## src/rtl/tank_level_sense_pkg.sv

```systemverilog
// Shared encodings for the tank level sensor: watchdog states, fault bit
// positions and the legal thermometer codes of the three probes.
package tank_level_sense_pkg;

    typedef enum logic [1:0] {
        ST_IDLE    = 2'd0,
        ST_FILLING = 2'd1,
        ST_TIMEOUT = 2'd2
    } fill_state_e;

    localparam int FC_INVALID = 0;
    localparam int FC_TIMEOUT = 1;

    localparam int TIMER_W = 16;

    localparam logic [2:0] LVL_CODE0 = 3'b000;
    localparam logic [2:0] LVL_CODE1 = 3'b001;
    localparam logic [2:0] LVL_CODE2 = 3'b011;
    localparam logic [2:0] LVL_CODE3 = 3'b111;

    function automatic logic code_valid(input logic [2:0] code);
        return (code == LVL_CODE0) || (code == LVL_CODE1) ||
               (code == LVL_CODE2) || (code == LVL_CODE3);
    endfunction

    function automatic logic [1:0] code_level(input logic [2:0] code);
        return {1'b0, code[0]} + {1'b0, code[1]} + {1'b0, code[2]};
    endfunction

endpackage

```

## src/rtl/tank_level_sense_probe_debounce.sv

```systemverilog
// One probe: 2-flop synchronizer then a stability counter; the output only
// follows the input after DEB_CYC consecutive disagreeing samples.
module probe_debounce #(
    parameter int DEB_CYC = 8
) (
    input  logic clk,
    input  logic reset,
    input  logic raw,
    output logic deb
);
    localparam int CW = $clog2(DEB_CYC);

    logic          s1, s2;
    logic [CW-1:0] cnt;

    always_ff @(posedge clk or negedge reset) begin
        if (!reset) begin
            s1  <= 1'b0;
            s2  <= 1'b0;
            cnt <= '0;
            deb <= 1'b0;
        end else begin
            s1 <= raw;
            s2 <= s1;
            if (s2 == deb) begin
                cnt <= '0;
            end else if (cnt == CW'(DEB_CYC - 1)) begin
                deb <= s2;
                cnt <= '0;
            end else begin
                cnt <= cnt + CW'(1);
            end
        end
    end

endmodule

```

## src/rtl/tank_level_sense.sv

```systemverilog
// Tank level sensor: debounced probes validated into a thermometer level,
// plus a fill watchdog that flags a valve left open without level progress.
module tank_level_sense
    import tank_level_sense_pkg::*;
#(
    parameter int DEB_CYC      = 8,
    parameter int FILL_TIMEOUT = 1000
) (
    input  logic       clk,
    input  logic       reset,
    input  logic       Sw0,
    input  logic       Sw1,
    input  logic       Sw2,
    input  logic       Ve,
    input  logic       Clr,
    output logic       Nv0,
    output logic       Nv1,
    output logic       Nv2,
    output logic       Fault,
    output logic [1:0] FaultCode
);
    logic [2:0]         sw_raw;
    logic [2:0]         deb;
    logic [2:0]         nv;
    logic [1:0]         lvl, lvl_prev;
    logic [TIMER_W-1:0] timer;
    fill_state_e        state;
    logic [1:0]         fc_next;
    logic               set_inv, set_to, lvl_up;

    assign sw_raw = {Sw2, Sw1, Sw0};

    for (genvar i = 0; i < 3; i++) begin : g_probe
        probe_debounce #(.DEB_CYC(DEB_CYC)) u_probe (
            .clk  (clk),
            .reset(reset),
            .raw  (sw_raw[i]),
            .deb  (deb[i])
        );
    end

    assign lvl    = code_level(nv);
    assign lvl_up = lvl > lvl_prev;

    always_comb begin
        set_inv = !code_valid(deb);
        set_to  = (state == ST_FILLING) && Ve && (lvl != 2'd3) && !lvl_up &&
                  (timer == TIMER_W'(FILL_TIMEOUT - 1));
        // Sticky flags; a fresh set condition beats a simultaneous clear.
        fc_next                = FaultCode & {2{~Clr}};
        fc_next[FC_INVALID]    = fc_next[FC_INVALID] | set_inv;
        fc_next[FC_TIMEOUT]    = fc_next[FC_TIMEOUT] | set_to;
    end

    always_ff @(posedge clk or negedge reset) begin
        if (!reset) begin
            nv        <= LVL_CODE0;
            lvl_prev  <= 2'd0;
            state     <= ST_IDLE;
            timer     <= '0;
            FaultCode <= 2'b00;
            Fault     <= 1'b0;
        end else begin
            if (!set_inv) nv <= deb;
            lvl_prev  <= lvl;
            FaultCode <= fc_next;
            Fault     <= |fc_next;

            case (state)
                ST_IDLE: begin
                    if (Ve && lvl != 2'd3) begin
                        state <= ST_FILLING;
                        timer <= '0;
                    end
                end
                ST_FILLING: begin
                    if (!Ve || lvl == 2'd3) begin
                        state <= ST_IDLE;
                    end else if (lvl_up) begin
                        timer <= '0;
                    end else if (set_to) begin
                        state <= ST_TIMEOUT;
                    end else begin
                        timer <= timer + TIMER_W'(1);
                    end
                end
                ST_TIMEOUT: begin
                    if (!Ve) state <= ST_IDLE;
                end
                default: state <= ST_IDLE;
            endcase
        end
    end

    assign Nv0 = nv[0];
    assign Nv1 = nv[1];
    assign Nv2 = nv[2];

endmodule
```

## config.mk

```make
export PLATFORM = sky130hd
export DESIGN_NAME = tank_level_sense
export DESIGN_NICKNAME = d
export VERILOG_FILES = /design/src/rtl/tank_level_sense_pkg.sv /design/src/rtl/tank_level_sense_probe_debounce.sv /design/src/rtl/tank_level_sense.sv
export SDC_FILE = /design/constraint.sdc
export NUM_CORES = 1
export LEC_CHECK = 0
export ABC_AREA = 0
export BUFFER_PORTS_ARGS = -buffer_cell sky130_fd_sc_hd__buf_2
export CORE_AREA = 2 2 75 77
export CTS_BUF_LIST = sky130_fd_sc_hd__clkbuf_16
export DETAILED_ROUTE_END_ITERATION = 8
export DIE_AREA = 0 0 77 79
export HOLD_SLACK_MARGIN = 0.06
export REMOVE_ABC_BUFFERS = 1
export SETUP_SLACK_MARGIN = 0.1
export SYNTH_ARGS = -nofsm -noshare
export SYNTH_HDL_FRONTEND = slang
export SYNTH_SLANG_ARGS = --single-unit
```

## constraint.sdc

```tcl
create_clock -name clk -period 2.35 [get_ports clk]
set_clock_uncertainty 0.15 [all_clocks]
set_input_delay 0.47 -clock clk [delete_from_list [all_inputs] [get_ports clk]]
set_output_delay 0.47 -clock clk [all_outputs]
set_load 0.02 [all_outputs]
```

# [Word level (Yosys, flattened, before mapping)]
# Index checks and enable logic that the tools add are counted.
# W data, S select, Z words.
[totals] rom_bits=0 elab_cells=90 mem_bits_rw=0 ff_bits=44 memories=0 latchBits=0 output_inout_bits=6 input_bits=7
[classes] shifts=0 eq_ne=20 n_div=0 mux=17 reduce_logical=21 magnitude_cmp=1 bitwise_logic=7 add_sub_neg=6 mul=0
[op_table] cell="$mux W16" n=4
[op_table] cell="$pmux W16 S2" n=1
[op_table] cell="$mux W3" n=6
[op_table] cell="$add A16 B1 Y16 const B" n=1
[op_table] cell="$eq A16 B10 Y1 const B" n=1
[op_table] cell="$eq A3 B3 Y1 const B" n=4
[op_table] cell="$mux W2" n=5
[op_table] cell="$add A3 B1 Y3 const B" n=3
[op_table] cell="$ne A2 B2 Y1 const B" n=4
[op_table] cell="$reduce_and A4 Y1" n=2
[op_table] cell="$ne A3 B2 Y1 const B" n=2
[op_table] cell="$pmux W2 S3" n=1
[op_table] cell="$reduce_and A2 Y1" n=3
[op_table] cell="$logic_and A1 B1 Y1" n=5
[op_table] cell="$eq A2 B2 Y1 const B" n=2
[op_table] cell="$logic_or A1 B1 Y1" n=4
[op_table] cell="$not A1 Y1" n=4
[op_table] cell="$eq A1 B1 Y1" n=3
[op_table] cell="$eq A3 B1 Y1 const B" n=1
[op_table] cell="$eq A3 B2 Y1 const B" n=1
[op_table] cell="$logic_not A1 Y1" n=3
[op_table] cell="$logic_not A3 Y1" n=1
[op_table] cell="$ne A3 B3 Y1 const B" n=1
[op_table] cell="$add A1 B1 Y2" n=1
[op_table] cell="other kinds (8)" n=9

# [Longest topological paths before layout]
# Gate-level depths: netlist of run 1.
[depth] word_depth=10 mapped_depth=10 ltp_nobuf=9

# [Cells and area by module]
# A second synthesis of run 1 with hierarchy kept.
[hier_totals] cells_unflattened=188 area_unflattened_um2=2090.8
[by_module_without_submodules] module="tank_level_sense" n_inst=1 area_each_um2=1430.1 cells_each=149 seq_area_each_um2=650.6
[by_module_without_submodules] module="probe_debounce" n_inst=3 area_each_um2=220.2 cells_each=13 seq_area_each_um2=150.1

# [Worst setup path before layout of run 1]
# OpenSTA, ideal clock, no wires.
[synth_timing] path_type="register to register" start="reg nv[0]" end="reg timer[11]" t_arrival_ps=2364 required_ps=2104 setup_ps=96 setup_slack_ps=-260 stages_incl_launch_ff=11 cell_sequence="dfrtp_1 -> inv_1 -> fa_1 -> inv_1 -> ha_1 -> nor2b_1 -> o21ai_2 -> and2_1 -> clkbuf_1 -> nand4b_1 -> o31ai_1"
[synth_between] elab_chain_cells=8
[synth_rtl] element="start: declaration" line_no="tank_level_sense.sv:24" source="logic [2:0] nv;"
[synth_rtl] element="start signal: assignment" line_no="tank_level_sense.sv:57" source="nv <= LVL_CODE0;"
[synth_rtl] element="start signal: assignment" line_no="tank_level_sense.sv:64" source="if (!set_inv) nv <= deb;"
[synth_rtl] element="$add A1 B1 Y2 (*)" line_no="tank_level_sense_pkg.sv:27" source="return {1'b0, code[0]} + {1'b0, code[1]} + {1'b0, code[2]};"
[synth_rtl] element="$add A2 B1 Y2 (*)" line_no="tank_level_sense_pkg.sv:27"
[synth_rtl] element="net lvl[1]" line_no="tank_level_sense.sv:25" source="logic [1:0] lvl, lvl_prev;"
[synth_rtl] element="$gt A2 B2 Y1 / $ne A2 B2 Y1 (equally long branches)" line_no="tank_level_sense.sv:43, tank_level_sense.sv:47, tank_level_sense.sv:71"
[synth_rtl] element="$logic_not A1 Y1 / $logic_and A1 B1 Y1 (equally long branches)" line_no="tank_level_sense.sv:47" source="set_to = (state == ST_FILLING) && Ve && (lvl != 2'd3) && !lvl_up &&"
[synth_rtl] element="$logic_and A1 B1 Y1 (2 in a row)" line_no="tank_level_sense.sv:47"
[synth_rtl] element="$ne A3 B3 Y1 (no line)"
[synth_rtl] element="$reduce_and A4 Y1 (no line)"
[synth_rtl] element="end signal: assignment" line_no="tank_level_sense.sv:84" source="timer <= timer + TIMER_W'(1);"
[synth_rtl] element="end: declaration" line_no="tank_level_sense.sv:26" source="logic [TIMER_W-1:0] timer;"
# Mark *: on every way through the listed nets, which the timed path passes. The rest lies on a longest branch. The select of a mux whose other input is x is not followed.
# A chain may end at the register's enable or synchronous reset.

# [Final worst setup path of run 1]
[layout_timing] start="reg nv[0]" end="reg timer[0]"
[layout_between] elab_chain_cells=8
[layout_rtl] element="$add A1 B1 Y2 (*)" line_no="tank_level_sense_pkg.sv:27"
[layout_rtl] element="$add A2 B1 Y2 (*)" line_no="tank_level_sense_pkg.sv:27"
[layout_rtl] element="$gt A2 B2 Y1 / $ne A2 B2 Y1 (equally long branches)" line_no="tank_level_sense.sv:43, tank_level_sense.sv:47, tank_level_sense.sv:71"
[layout_rtl] element="$logic_not A1 Y1 / $logic_and A1 B1 Y1 (equally long branches)" line_no="tank_level_sense.sv:47"
[layout_rtl] element="$logic_and A1 B1 Y1 (2 in a row)" line_no="tank_level_sense.sv:47"
[layout_rtl] element="$ne A3 B3 Y1 (no line)"
[layout_rtl] element="$reduce_and A4 Y1 (no line)"
# Every way passes the cells marked *; elsewhere a longest branch is shown, timed or not. The select of a mux whose other input is x is not followed.

==> impl_metrics.py, run 1 <==
metrics = {
    "setup_path": {
        "crit_slowest_cell": "fa_2",
        "rr_startpoint": "nv[0]",
        "r2r_slack_ns": 0.07,
        "r2r_end": "timer[0]",
        "cp-end-kind": "flip-flop",
        "critPathKind": "reg2reg",
        "max_stage_delay_ns": 0.63,
        "path_cells": "inv_2 > fa_2 > ha_4 > nor2b_2 > o21ai_2 > and2_4 > nand4b_1 > buf_4 > mux2i_1",
        "cp_num_buf_inv": 2,
        "ff2ff_path_depth": 9,
        "cp-start-kind": "flip-flop",
        "crit_required_ns": 2.40,
        "crit_family": "adder cells",
        "crit_arrival_ns": 2.33,
        "crit_path_max_fanout": 4,
    },
    "yosys": {
        "synth-async-reset-ratio_pct": 100.0,
        "yosys_warnings": 0,
        "synth_most_common_cell": "dfrtp_1",
        "synth.mux.area_fraction_pct": 1.598,
        "synth_top_family_by_area": "simple AND/OR/NAND/NOR gates",
        "ys_seq_elements": 44,
        "synth_area_mm2": 0.002036,
        "synth.top_cell.area_share_pct": 54.09,
        "synth_edf_count": 0,
        "synth_compound_area_share_pct": 11.56,
        "yosys-top-cells-area": "dfrtp_1, ha_1, inv_1",
        "synth-xor-area-share_pct": 3.442,
        "synthAdderAreaFrac_pct": 6.515,
        "synthesis.area_per_instance_um2": 10.89,
        "synthSimpleGateAreaFrac_pct": 18.87,
        "synth_top_cell_by_area": "dfrtp_1",
        "yosysSeqAreaShare_pct": 54.09,
        "ys_top_cells_by_count": "dfrtp_1, inv_1, o21ai_0, nand2_1, nor2_1",
        "ys_types": 45,
        "synthCells": 187,
        "synth_ff_type": "dfrtp_1",
    },
    "final_layout": {
        "finalNetCount": 243,
        "final_layout_size_suffix_gt1_share_pct": 29.20,
        "fin_area_mm2": 0.002615,
        "synthToLayoutAreaGrowth_pct": 28.46,
        "utilization_pct": 48.99,
        "nFillCells": 504,
        "diodes": 0,
    },
    "pwr": {
        "peakVddDrop_uv": 433.4,
        "powerDensity_mw_per_mm2": 935.5,
        "cellLeakagePower_nw": 1.195,
    },
    "clocking": {
        "insertion_delay_ns": 0.28,
        "clk_path_buf_depth": 2,
        "cts_sinks": 44,
        "cts_max_level": 2,
        "cts.reportedPaths.clkPinSlew_ns": 0.06,
        "cts-root-buf": "clkbuf_16",
        "numCtsBuffers": 5,
        "cts_tree": "built",
    },
    "route": {
        "firstDrtPassIters": 4,
        "drtIter0Drc": 74,
        "antenna_left": 0,
        "via_per_inst": 5.087,
        "drc": 0,
        "drt-total-wl_mm": 4.117,
        "vias": 1516,
        "drt-wirelength-per-cell_um": 13.82,
    },
    "die": {
        "num_rows": 27,
        "die_w_um": 77,
        "start_util_pct": 38.14,
        "design.die.area_mm2": 0.006083,
        "die_h_um": 79,
        "core_area_mm2": 0.005338,
        "io_pins": 13,
    },
    "timing": {
        "setup_viol": 0,
        "fmax_mhz": 439.3,
        "fin_crit_ns": 2.276,
        "slew-limit-headroom_pct": 68.31,
        "grt_setup_unrepaired": "true",
        "worst_pin_slew_ns": 0.4753,
        "slew_violations": 0,
        "setup_tns_ns": 0,
        "hold_ws_ns": 0.1410,
        "setup_ws_ns": 0.07385,
        "layout_worst_path_cycle_share_pct": 96.86,
        "hold_viol": 0,
    },
    "grt": {
        "grt_pass1_vias": 1514,
        "grt_pass1_wl_mm": 6.810,
        "grt_max_degree": 22,
        "grtUsageTotal_pct": 14.18,
        "grt.overflow.total": 0,
        "antenna_found_initial": 0,
    },
    "placed_design": {
        "routabilityCongestion": 0.7856,
        "place.port_buffers": 12,
        "dp_hpwl_mm": 2.955,
        "placed_area_mm2": 0.002290,
        "dp_slack_ns": 0.0001577,
    },
    "worst_hold_path": {
        "min_path_cells": 1,
        "worstHoldEndpoint": "g_probe[1].u_probe.s1",
        "hold_start": "Sw1",
        "hold_path_class": "in2reg",
    },
    "job": {
        "cap_violations": 0,
    },
    "run_status": {
        "status": "completed",
    },
}
[layer usage]
| layer | wire length [um] | GRT usage [%] | vias to the layer above |
|---|---|---|---|
| met1 | 1880 | 17.88 | 748 |
| met5 | 0 | 0 | - |
| li1 | - | - | 742 |
| met4 | 34 | 5.179 | 0 |
| met3 | 169 | 3.409 | 4 |
| met2 | 2032 | 23.86 | 22 |
[power breakdown]
part | switching [mW] | total, mW | internal [mW]
Clock | 0.267 | 0.870 | 0.602
Combinational | 0.302 | 0.578 | 0.276
Sequential | 0.107 | 0.998 | 0.891
[cells in the final DEF (no fill, tap or decap), types with 5 or more instances in the layout]
cell type | netlist | layout
a21oi_1 | 5 | 5
o21ai_0 | 11 | 9
nor3b_1 | 5 | 5
buf_4 | 0 | 23
nand4_1 | 6 | 6
buf_2 | 1 | 12
and3_1 | 5 | 5
nand3_1 | 6 | 5
ha_1 | 9 | 7
dfrtp_1 | 44 | 44
nor2_1 | 10 | 8
inv_1 | 15 | 11
clkbuf_16 | 0 | 5
nand2_1 | 10 | 10
[logic make-up after synthesis]
family	Yosys count
and+or+nand+nor	67
DFF	44
AOI/OAI and AO/OA	36
buffers and inverters	19
adders and majority gates	10
xor gates and xnor gates	8
muxes	3
[stage by stage]
step / power [mW] / cells
after floorplan: 1.334 / 183
after global placement: 1.531 / 284
after detailed placement: 1.544 / 284
after CTS: 2.476 / 298
after global routing: 2.599 / 298
final: 2.446 / 298
[timing repair]
item                                    CTS  global route
resized for setup                        12             9
setup buffers                             6             0
pin swaps                                 1             2
hold endpoints to repair                 19             0
endpoints found under the setup margin   13            15
hold buffers                              1             0
[worst register-to-register path: cells and delay by family (launching register included)]
family | cells | cell delay, ns
multiplexers | 1 | 0.12
AO/OA/AOI/OAI | 1 | 0.12
flip-flops | 1 | 0.35
AND/OR/NAND/NOR | 3 | 0.41
adder cells (fa/ha/maj) | 2 | 0.78
buffers and inverters | 2 | 0.27
[registers in the layout, summed over array words and instances, names as in the netlist]
name and flops:
g_probe.u_probe.deb 3, nv 3, state 2, timer 16, lvl_prev 2, g_probe.u_probe.cnt 9, Fault 1, FaultCode 2
g_probe.u_probe.s1 3, g_probe.u_probe.s2 3
[worst max-delay path by stage]
stage               cells after the start         to  slack (ns)  startpoint
floorplan                               9  timer[11]       -0.16       nv[0]
global placement                        9   timer[8]        0.03       nv[1]
detailed placement                     10   timer[0]      0.0002       nv[0]
CTS                                    10   timer[0]        0.07       nv[0]
global route                            9   timer[4]       -0.05       nv[0]
finish                                  9   timer[0]        0.07       nv[0]
[cell type report]
cell class / count / area [um^2] / share of cell area, %
clock buffers: 5 / 125.1 / 4.785
clock inverters: 2 / 60.06 / 2.297
inverters: 15 / 56.30 / 2.153
multi-input cells: 124 / 939.7 / 35.93
flip-flops and latches: 44 / 1101 / 42.11
well taps: 72 / 90.09 / 3.445
repair buffers: 36 / 242.7 / 9.282
Power figures use the tool's default switching activity.
==> inputs of run 2 (changes only) <==
- BUFFER_PORTS_ARGS: -buffer_cell sky130_fd_sc_hd__buf_2 -> default
- DONT_BUFFER_PORTS: default -> 1
==> impl_metrics.py, run 2 (synthesis gave the netlist of run 1 again) <==
metrics = {
    "final_layout": {
        "final_common_cell": "dfrtp_1",
        "diodes": 0,
        "synthToLayoutAreaGrowth_pct": 30.67,
        "largest_reg_flops": 16,
        "seqCellArea_mm2": 0.001101,
        "finalNetCount": 226,
        "top_register": "timer",
        "nFillCells": 497,
        "multi_input_area_mm2": 0.001050,
        "top_regs": "timer x16, g_probe.u_probe.cnt x9",
        "final_layout_size_suffix_gt1_share_pct": 28.10,
        "finalNonFillerCells": 282,
        "layout_common_cells": "dfrtp_1, inv_1, o21ai_0, buf_4",
    },
    "route": {
        "antenna_left": 0,
        "drt-total-wl_mm": 4.265,
        "drtIter0Drc": 98,
        "drc": 0,
        "firstDrtPassIters": 4,
        "drt-wirelength-per-cell_um": 15.12,
        "via_per_inst": 5.206,
        "vias": 1468,
    },
    "clocking": {
        "cts_sinks": 44,
        "numCtsBuffers": 5,
        "clk_path_buf_depth": 2,
        "cts.reportedPaths.clkPinSlew_ns": 0.06,
        "cts-root-buf": "clkbuf_16",
        "cts_max_level": 2,
        "cts_tree": "built",
        "insertion_delay_ns": 0.29,
    },
    "worst_hold_path": {
        "worstHoldEndpoint": "FaultCode[1]",
        "hold_start": "Clr",
        "hold_path_class": "in2reg",
        "min_path_cells": 1,
    },
    "setup_path": {
        "critPathKind": "reg2reg",
        "cp-start-kind": "flip-flop",
        "r2r_slack_ns": 0.08,
        "ff2ff_path_depth": 7,
        "r2r_end": "timer[5]",
        "cp-end-kind": "flip-flop",
        "rr_startpoint": "nv[0]",
        "crit_path_max_fanout": 7,
        "crit_arrival_ns": 2.35,
        "crit_required_ns": 2.43,
    },
    "grt": {
        "grt_pass1_wl_mm": 6.989,
        "grt.overflow.total": 0,
        "grt_max_degree": 45,
        "grt_pass1_vias": 1438,
        "grtUsageTotal_pct": 15.04,
        "antenna_found_initial": 0,
    },
    "pwr": {
        "cellLeakagePower_nw": 1.133,
        "power_mw": 2.486,
        "peakVddDrop_uv": 418.6,
        "powerDensity_mw_per_mm2": 934.6,
    },
    "timing": {
        "setup_viol": 0,
        "worst_pin_slew_ns": 0.4024,
        "grt_setup_unrepaired": "true",
        "setup_ws_ns": 0.07943,
        "fin_crit_ns": 2.271,
        "fmax_mhz": 440.4,
        "hold_viol": 0,
        "layout_worst_path_cycle_share_pct": 96.62,
        "slew-limit-headroom_pct": 72.95,
        "slew_violations": 0,
    },
    "die": {
        "design.die.area_mm2": 0.006083,
        "io_pins": 13,
        "core_area_mm2": 0.005338,
        "die_w_um": 77,
        "die_h_um": 79,
        "start_util_pct": 38.14,
        "num_rows": 27,
    },
    "run_status": {
        "status": "completed",
    },
    "placed_design": {
        "place.port_buffers": 0,
        "routabilityCongestion": 0.7791,
        "dpl.cell_count": 265,
        "dp_slack_ns": -0.1629,
        "dp_hpwl_mm": 2.731,
    },
    "job": {
        "cap_violations": 0,
    },
}
[run 2: worst max-delay path by stage]
stage / start / endpoint / depth (start not counted)
after global placement: nv[0] / timer[1] / 9
after CTS: nv[0] / timer[1] / 10
after detailed placement: nv[0] / timer[1] / 9
final: nv[0] / timer[5] / 7
after floorplan: nv[0] / timer[11] / 9
after global routing: nv[0] / timer[5] / 7
[run 2: timing repair]
| action | CTS | global route |
|---|---|---|
| resized for setup | 6 | 39 |
| hold endpoints to repair | 47 | 0 |
| buffers inserted | 2 | 2 |
| hold buffers | 5 | 0 |
| endpoints found under the setup margin | 14 | 19 |
| pin swaps | 4 | 8 |
[run 2: final cells by class]
type / count / area share [%]
flip-flops and latches: 44 / 41.39
clock buffers: 5 / 4.704
repair buffers: 19 / 7.197
clock inverters: 3 / 1.740
inverters: 15 / 2.117
well taps: 72 / 3.387
multi-input cells: 124 / 39.46
[run 2: report_power, final]
part	switching (mW)	total, mW	internal, mW
Combinational	0.336	0.668	0.332
Clock	0.299	0.804	0.505
Sequential	0.124	1.01	0.890
Total	0.759	2.49	1.73
[run 2: critical path: stages, from the launching register on]
cell	delay, ns
dfrtp_1	0.36
inv_2	0.05
fa_2	0.63
nor2_4	0.08
or4_1	0.50
o21a_1	0.18
o21ai_1	0.11
a22o_2	0.15
[run 2: routing by layer]
metal / track usage, % / routed length, um
met5: 0 / 0
met4: 7.143 / 109
met3: 4.659 / 161
met2: 23.33 / 2132
met1: 19.26 / 1861
[run 2: stage by stage]
stage	util (%)	area [um^2]	setup TNS (ns)	hold WS (ns)
floorplan	-	2012	-0.5399	0.02441
CTS	45.99	2455	0	0.1437
detailed placement	40.79	2177	-0.3418	0.02543
global placement	40.79	2177	-0.2506	0.02552
finish	49.84	2660	0	0.1615
global route	49.84	2660	-0.02288	0.1617
==> inputs of run 3 (changes only) <==
- SETUP_SLACK_MARGIN: 0.1 -> 0.2
==> impl_metrics.py, run 3 (synthesis gave the netlist of run 1 again) <==
metrics = {
    "run_status": {
        "status": "completed",
    },
    "clocking": {
        "cts_sinks": 44,
        "insertion_delay_ns": 0.29,
        "cts-root-buf": "clkbuf_16",
        "clk_path_buf_depth": 2,
        "cts_tree": "built",
        "numCtsBuffers": 5,
        "cts_max_level": 2,
        "cts.reportedPaths.clkPinSlew_ns": 0.06,
    },
    "grt": {
        "grt_pass1_vias": 1468,
        "grtUsageTotal_pct": 15.34,
        "antenna_found_initial": 0,
        "grt.overflow.total": 0,
        "grt_pass1_wl_mm": 7.169,
        "grt_max_degree": 45,
    },
    "setup_path": {
        "rr_startpoint": "nv[2]",
        "max_stage_delay_ns": 0.64,
        "crit_arrival_ns": 2.37,
        "cp_num_buf_inv": 1,
        "crit_family": "adder cells",
        "ff2ff_path_depth": 7,
        "cp-start-kind": "flip-flop",
        "critPathKind": "reg2reg",
        "r2r_slack_ns": 0.06,
        "path_cells": "inv_2 > fa_2 > nor2_4 > or4_1 > o21a_1 > o21ai_1 > a22o_2",
        "r2r_end": "timer[5]",
        "cp-end-kind": "flip-flop",
        "crit_required_ns": 2.43,
        "crit_path_max_fanout": 7,
        "crit_slowest_cell": "fa_2",
    },
    "route": {
        "drt-wirelength-per-cell_um": 15.40,
        "firstDrtPassIters": 4,
        "drt-total-wl_mm": 4.373,
        "drc": 0,
        "drtIter0Drc": 94,
        "antenna_left": 0,
        "via_per_inst": 5.278,
        "vias": 1499,
    },
    "final_layout": {
        "diodes": 0,
        "fin_area_mm2": 0.002651,
        "layout_common_cells": "dfrtp_1, inv_1, buf_4, o21ai_0, nand2_1",
        "synthToLayoutAreaGrowth_pct": 30.24,
        "top_register": "timer",
        "largest_reg_flops": 16,
        "top_regs": "timer x16, g_probe.u_probe.cnt x9",
        "multi_input_area_mm2": 0.001018,
        "finalNetCount": 228,
        "final_layout_size_suffix_gt1_share_pct": 27.36,
        "final_common_cell": "dfrtp_1",
        "finalNonFillerCells": 284,
        "nFillCells": 504,
        "seqCellArea_mm2": 0.001101,
    },
    "placed_design": {
        "dp_hpwl_mm": 2.731,
        "place.port_buffers": 0,
        "dpl.cell_count": 265,
        "routabilityCongestion": 0.7791,
        "placed_area_mm2": 0.002177,
    },
    "die": {
        "io_pins": 13,
        "die_h_um": 79,
        "num_rows": 27,
        "design.die.area_mm2": 0.006083,
        "die_w_um": 77,
        "core_area_mm2": 0.005338,
        "start_util_pct": 38.14,
    },
    "pwr": {
        "peakVddDrop_uv": 469.4,
        "powerDensity_mw_per_mm2": 932.5,
        "cellLeakagePower_nw": 1.142,
    },
    "timing": {
        "slew_violations": 0,
        "hold_viol": 0,
        "slew-limit-headroom_pct": 72.95,
        "setup_tns_ns": 0,
        "layout_worst_path_cycle_share_pct": 97.51,
        "worst_pin_slew_ns": 0.4023,
        "setup_viol": 0,
        "grt_setup_unrepaired": "true",
        "fin_crit_ns": 2.292,
        "fmax_mhz": 436.4,
    },
    "worst_hold_path": {
        "hold_start": "Clr",
        "worstHoldEndpoint": "FaultCode[1]",
        "min_path_cells": 1,
        "hold_path_class": "in2reg",
    },
    "job": {
        "cap_violations": 0,
    },
}
## run 3: cell types whose count changed in the layout (fill, tap and decap cells not counted), moves of 2 or more
cell | previous run | this run
nor2_1 | 8 | 5
o31ai_4 | 3 | 1
nor2_4 | 2 | 5
o31ai_2 | 2 | 4
## run 3: worst reg2reg max path: cells and delay by family (launching register included)
family                   cells  cell delay (ns)
AO/OA/AOI/OAI                3             0.45
adder cells (fa/ha/maj)      1             0.64
buffers and inverters        1             0.06
flip-flops                   1             0.36
AND/OR/NAND/NOR              2             0.58
## run 3: cell type report
class / count / area share, %
clock buffers: 5 / 4.719
well taps: 72 / 3.398
repair buffers: 21 / 8.070
clock inverters: 3 / 1.746
flip-flops and latches: 44 / 41.53
inverters: 15 / 2.124
multi-input cells: 124 / 38.41
## run 3: worst max path at each step
stage | startpoint | endpoint | slack, ns | cells past startpoint
3_3_place_gp | nv[0] | timer[1] | -0.12 | 9
6_report | nv[2] | timer[5] | 0.06 | 7
4_1_cts | nv[1] | timer[1] | 0.07 | 9
5_1_grt | nv[2] | timer[5] | -0.04 | 7
3_5_place_dp | nv[0] | timer[1] | -0.16 | 9
2_1_floorplan | nv[0] | timer[11] | -0.16 | 9
## run 3: report_power, final
group	switching (mW)	internal, mW
sequential	0.122	0.890
clock	0.298	0.505
combinational	0.325	0.332
total	0.745	1.73
## run 3: per-stage QoR
stage | total power [mW] | utilization (%) | hold WS (ns) | setup WS, ns
after floorplan | 1.334 | - | 0.02441 | -0.1613
after global placement | 1.469 | 40.79 | 0.02552 | -0.1249
after detailed placement | 1.476 | 40.79 | 0.02543 | -0.1629
after CTS | 2.412 | 47.30 | 0.1548 | 0.07067
after global routing | 2.648 | 49.67 | 0.1617 | -0.04245
final | 2.472 | 49.67 | 0.1634 | 0.05841
## run 3: timing repair
action	CTS	global route
setup buffers	5	1
hold buffers	5	0
endpoints found under the hold margin	47	0
gates resized for setup	16	29
setup endpoints to repair	18	20
pin swaps	8	7
## run 3: routing by layer
layer  GRT usage (%)  up-vias  part of all wire, %
li1                -      717                    -
met1           19.57      741                   42
met2           24.30       34                   52
met3           4.545        7                  4.3
met4           6.786        0                  1.7
met5               0        -                    0
